### src/rtl/regfile_wb_arb.sv
// Register-file writeback arbiter: merges pipeline writes with a one-entry buffered divider result.
// Optional stale-drop / forced-grant statistics are enabled with the WB_ARB_STAT_EN macro.
module regfile_wb_arb #(
    parameter int unsigned STARVE_MAX = 4
) (
    input  logic        clk,
    input  logic        rst,
    input  logic        pipe_we,
    input  logic [4:0]  pipe_waddr,
    input  logic [31:0] pipe_wdata,
    output logic        pipe_hold,
    input  logic        div_valid,
    input  logic [4:0]  div_waddr,
    input  logic [31:0] div_wdata,
    output logic        div_ready,
    input  logic        re1,
    input  logic [4:0]  raddr1,
    input  logic        re2,
    input  logic [4:0]  raddr2,
    output logic        rd_stall,
    output logic        we,
    output logic [4:0]  waddr,
    output logic [31:0] wdata
`ifdef WB_ARB_STAT_EN
    ,
    output logic [15:0] drop_cnt,
    output logic [15:0] force_cnt
`endif
);

    localparam logic [2:0] WAIT_MAX = 3'(STARVE_MAX);

    typedef enum logic [1:0] {GNT_NONE, GNT_BUF, GNT_PIPE, GNT_DIV} grant_t;

    grant_t      grant;
    logic        buf_valid, buf_valid_nxt;
    logic [4:0]  buf_addr, buf_addr_nxt;
    logic [31:0] buf_data, buf_data_nxt;
    logic [2:0]  wait_cnt, wait_nxt;
    logic        pipe_req, div_xfer, forced, stale_drop;

    assign div_ready = rst && !buf_valid;
    assign pipe_hold = forced;
    assign rd_stall  = buf_valid && (buf_addr != '0) &&
                       ((re1 && (raddr1 == buf_addr)) || (re2 && (raddr2 == buf_addr)));

    always_comb begin
        pipe_req = pipe_we && (pipe_waddr != '0);
        div_xfer = div_valid && div_ready;
        forced   = buf_valid && (wait_cnt == WAIT_MAX);
        grant    = GNT_NONE;
        if (forced)
            grant = GNT_BUF;
        else if (pipe_req)
            grant = GNT_PIPE;
        else if (buf_valid)
            grant = GNT_BUF;
        else if (div_xfer && (div_waddr != '0))
            grant = GNT_DIV;
    end

    // A divider result only reaches the buffer when it lost to a pipeline write to a different register.
    always_comb begin
        buf_valid_nxt = buf_valid;
        buf_addr_nxt  = buf_addr;
        buf_data_nxt  = buf_data;
        wait_nxt      = '0;
        stale_drop    = 1'b0;
        if (grant == GNT_BUF) begin
            buf_valid_nxt = 1'b0;
        end else if (buf_valid) begin
            if ((grant == GNT_PIPE) && (pipe_waddr == buf_addr)) begin
                buf_valid_nxt = 1'b0;
                stale_drop    = 1'b1;
            end else begin
                wait_nxt = (wait_cnt == WAIT_MAX) ? wait_cnt : wait_cnt + 3'd1;
            end
        end else if (div_xfer && (div_waddr != '0) && (grant == GNT_PIPE)) begin
            if (pipe_waddr == div_waddr) begin
                stale_drop = 1'b1;
            end else begin
                buf_valid_nxt = 1'b1;
                buf_addr_nxt  = div_waddr;
                buf_data_nxt  = div_wdata;
            end
        end
    end

    always_ff @(posedge clk or negedge rst) begin
        if (!rst) begin
            buf_valid <= 1'b0;
            buf_addr  <= '0;
            buf_data  <= '0;
            wait_cnt  <= '0;
        end else begin
            buf_valid <= buf_valid_nxt;
            buf_addr  <= buf_addr_nxt;
            buf_data  <= buf_data_nxt;
            wait_cnt  <= wait_nxt;
        end
    end

    always_ff @(posedge clk or negedge rst) begin
        if (!rst) begin
            we    <= 1'b0;
            waddr <= '0;
            wdata <= '0;
        end else begin
            we <= (grant != GNT_NONE);
            case (grant)
                GNT_BUF: begin
                    waddr <= buf_addr;
                    wdata <= buf_data;
                end
                GNT_PIPE: begin
                    waddr <= pipe_waddr;
                    wdata <= pipe_wdata;
                end
                GNT_DIV: begin
                    waddr <= div_waddr;
                    wdata <= div_wdata;
                end
                default: begin
                    waddr <= waddr;
                    wdata <= wdata;
                end
            endcase
        end
    end

`ifdef WB_ARB_STAT_EN
    always_ff @(posedge clk or negedge rst) begin
        if (!rst) begin
            drop_cnt  <= '0;
            force_cnt <= '0;
        end else begin
            if (stale_drop && (drop_cnt != '1))
                drop_cnt <= drop_cnt + 16'd1;
            if (forced && (force_cnt != '1))
                force_cnt <= force_cnt + 16'd1;
        end
    end
`endif

endmodule

### config.mk
export PLATFORM = sky130hd
export DESIGN_NAME = regfile_wb_arb
export DESIGN_NICKNAME = d
export VERILOG_FILES = /design/src/rtl/regfile_wb_arb.sv
export SDC_FILE = /design/constraint.sdc
export NUM_CORES = 1
export LEC_CHECK = 0
export ABC_CLOCK_PERIOD_IN_PS = 3350
export CAP_MARGIN = 0
export CORE_AREA = 10 10 99 101
export CTS_BUF_LIST = sky130_fd_sc_hd__clkbuf_4
export DETAILED_ROUTE_END_ITERATION = 8
export DIE_AREA = 0 0 109 111
export PLACE_DENSITY = 0.89
export SYNTH_ARGS = -nofsm -noshare
export SYNTH_HDL_FRONTEND = slang
export SYNTH_SLANG_ARGS = --single-unit
### constraint.sdc
create_clock -name clk -period 3.35 [get_ports clk]
set_input_delay 0.67 -clock clk [delete_from_list [all_inputs] [get_ports clk]]
set_output_delay 0.67 -clock clk [all_outputs]
set_load 0.01 [all_outputs]
==> flow_metrics.env <==
export IMPL_drive_gt1_frac=0.133
export IMPL_yosysWarningCount=0
export IMPL_synthAdderAreaFrac=0.00636
export IMPL_final_util=0.679
export IMPL_maxCapViolCount=0
export IMPL_dr_pass1_iters=5
export IMPL_finalCritPeriodShare=0.919
export IMPL_cp_common_cell="clkdlybuf4s50_1"
export IMPL_cp_slowest_cell="clkdlybuf4s50_1"
export IMPL_fin_area_um2=5410
export IMPL_synthCells=393
export IMPL_synth_area_top_cells="dfrtp_1, nand3_1, mux2_2"
export IMPL_antennaDiodeCount=0
export IMPL_path_cells="clkdlybuf4s50_1, xor2_1, nor4_1, nand3_1, a21oi_1, clkdlybuf4s50_1"
export IMPL_syn_cell_area_um2=3940
export IMPL_grt_start_max_net_pins=80
export IMPL_cts_setup_buffers=0
export IMPL_synth_top_cell_area_share=0.502
export IMPL_tns_ps=0
export IMPL_syn_nets=485
export IMPL_ioPinCount=131
export IMPL_viasPerCell=5.81
export IMPL_r2r_start="buf_valid$_DFF_PN0_"
export IMPL_pwr_share_clk=0.236
export IMPL_min_from="wait_cnt[0]$_DFFE_PN0P_"
export IMPL_nNetsFinal=601
export IMPL_dp_cells=603
export IMPL_synth_edf_count=0
export IMPL_remaining_drc_errors=0
export IMPL_ys_seq_area_frac=0.502
export IMPL_worstMarginPinSlew_ps=1090
export IMPL_grt_pass1_wl_um=19000
export IMPL_switchingPower_w=0.000748
export IMPL_layoutNonFillerInstCount=618
export IMPL_pre_cts_ws_ps=269
export IMPL_grt_pass1_vias=3811
export IMPL_finalMaxSlewViolations=0
export IMPL_clk_latency_ps=400
export IMPL_synth_xor_area_share=0.0467
export IMPL_worst_setup_path_type="primary input to output pin"
export IMPL_cts_resized_gates=0
export IMPL_numClockSinks=79
export IMPL_wire_per_inst_um=19.3
export IMPL_fp_dieH_um=111
export IMPL_htreeDepth=3
export IMPL_rows=33
export IMPL_switching_share=0.287
export IMPL_period_minus_slack_ps=3080
export IMPL_power_density_nw_per_um2=481
export IMPL_min_path_cells=1
export IMPL_cts_buffer_depth=2
export IMPL_path_clk_slew_ps=120
export IMPL_place_gp_congestion=0.877
export IMPL_hp_class="flip-flop to flip-flop"
export IMPL_wl_um=11900
export IMPL_share_comb_of_total_power=0.277
export IMPL_r2r_cells=4
export IMPL_pwr_share_seq=0.487
export IMPL_antenna_found_initial=0
export IMPL_internal_power_w=0.00186
export IMPL_placed_cell_area_um2=5270
export IMPL_drt_iter0_drc=191
export IMPL_async_flop_share=1.00
export IMPL_yosysUniqueCellTypes=27
export IMPL_hold_buffers=0
export IMPL_synth_mux_area_frac=0.108
export IMPL_fin_skew_ps=9.73
export IMPL_ys_ff_latch=79
export IMPL_area_delta_synth_final_pct=37.5
export IMPL_layout_setup_ws_ps=273
export IMPL_peakVddDrop_mv=0.250
export IMPL_cts_tree="done"
export IMPL_max_freq_mhz=325
export IMPL_ys_flop_type="dfrtp_1"
export IMPL_dp_hpwl_um=8500
export IMPL_relSlewSlack=0.275
export IMPL_avgSynthCellArea_um2=10.0
export IMPL_status="completed"
export IMPL_leakagePower_nw=2.16
export IMPL_critPathMaxFanout=1
export IMPL_synth_top_family_by_area="simple AND/OR/NAND/NOR gates"
export IMPL_grt_overflow_total=0
export IMPL_arrival_ps=2410
export IMPL_track_usage=0.194
export IMPL_fp_dieW_um=109
export IMPL_numCtsBuffers=9
export IMPL_vias=3590
export IMPL_cp_slowest_stage_delay_ps=550
export IMPL_setup_worst_path_start="raddr1[1]"
export IMPL_port_buffers=130
export IMPL_setup_viol_count_final=0
export IMPL_core_um2=7970
export IMPL_required_ps=2680
export IMPL_synth_top_cell_by_area="dfrtp_1"
export IMPL_n_fill_cell=594
export IMPL_cts_root_buffer="clkbuf_4"
export IMPL_synthTopCellsByCount="dfrtp_1, nand3_1, nor2_1"
export IMPL_ant_nets=0
export IMPL_start_kind="primary input"
export IMPL_synth_compound_area_frac=0.119
export IMPL_synth_simple_area_share=0.162
export IMPL_rsz0062_at_grt="false"
export IMPL_die_area_um2=12100
export IMPL_start_util=0.494
export IMPL_end_kind="output pin"
export IMPL_hold_viol=0
## power by group through the flow
stage | Combinational [W] | Sequential, W | Clock [W]
2_1_floorplan | 0.000365 | 0.00127 | 0
3_3_place_gp | 0.000697 | 0.00128 | 0
3_5_place_dp | 0.000723 | 0.00129 | 0
4_1_cts | 0.000728 | 0.00127 | 0.000625
5_1_grt | 0.000779 | 0.00130 | 0.000669
6_report | 0.000721 | 0.00127 | 0.000615
## final timing paths
| path | to | slack (ps) |
|---|---|---|
| worst max-delay path | rd_stall | 270 |
| max in group asynchronous | wdata[29]$_DFFE_PN0P_ | 2200 |
| worst min-delay path | wait_cnt[0]$_DFFE_PN0P_ | 470 |
| min in group asynchronous | buf_addr[0]$_DFFE_PN0P_ | 540 |
| worst max register to register | buf_addr[1]$_DFFE_PN0P_ | 950 |
| worst min register to register | wait_cnt[0]$_DFFE_PN0P_ | 470 |
## flip-flops by register name (all words and copies together) (netlist names)
name / count
buf_data: 32
buf_addr: 5
buf_valid: 1
waddr: 5
wait_cnt: 3
wdata: 32
we: 1
## metal layers
layer / vias up / GRT usage / routed length, um / part of all wire
li1: 1640 / - / - / -
met1: 1727 / 0.228 / 4620 / 0.39
met2: 194 / 0.323 / 5920 / 0.50
met3: 29 / 0.0523 / 1110 / 0.093
met4: 0 / 0.0774 / 274 / 0.023
met5: - / 0 / 0 / 0
## critical path: cells and delay by family
kind,cells,cell delay (ps)
buffers and inverters,2,980
and+or+nand+nor,2,450
xor gates and xnor gates,1,160
AOI/OAI and AO/OA,1,150
## layout by cell type (no fill, tap or decap), types with 7 or more instances in the layout
master           Yosys  routed
o21ai_0             35      34
nand3_1             79      78
clkdlybuf4s50_1      0     129
xnor2_1              7       7
mux2_2              35      35
buf_4                0      12
a31oi_1             38      38
clkbuf_4             0      10
nor2_1              40      40
xor2_1              14      14
dfrtp_1             79      79
## stage by stage
| step | total power, W | hold WS [ps] |
|---|---|---|
| finish | 0.00261 | 475 |
| global route | 0.00275 | 527 |
| CTS | 0.00262 | 480 |
| detailed placement | 0.00201 | 463 |
| global placement | 0.00198 | 443 |
| floorplan | 0.00163 | 374 |
## cell families (layout without fill, tap and decap cells)
logic type	count (synthesis)	after routing
AND/OR/NAND/NOR	132	132
AO/OA/AOI/OAI	81	81
flip-flops	79	79
buffers and inverters	41	161
multiplexers	37	37
XOR/XNOR	21	21
adder cells (fa/ha/maj)	2	2
## final cells by class
cell class              instances  area [um^2]  share of cell area
multi-input cells             273         1760               0.324
flip-flops and latches         79         1980               0.365
repair buffers                141         1380               0.255
clock inverters                 5         73.8              0.0136
inverters                       5         18.8             0.00347
clock buffers                  10         75.1              0.0139
well taps                     105          131              0.0243
Power figures use the tool's default switching activity.
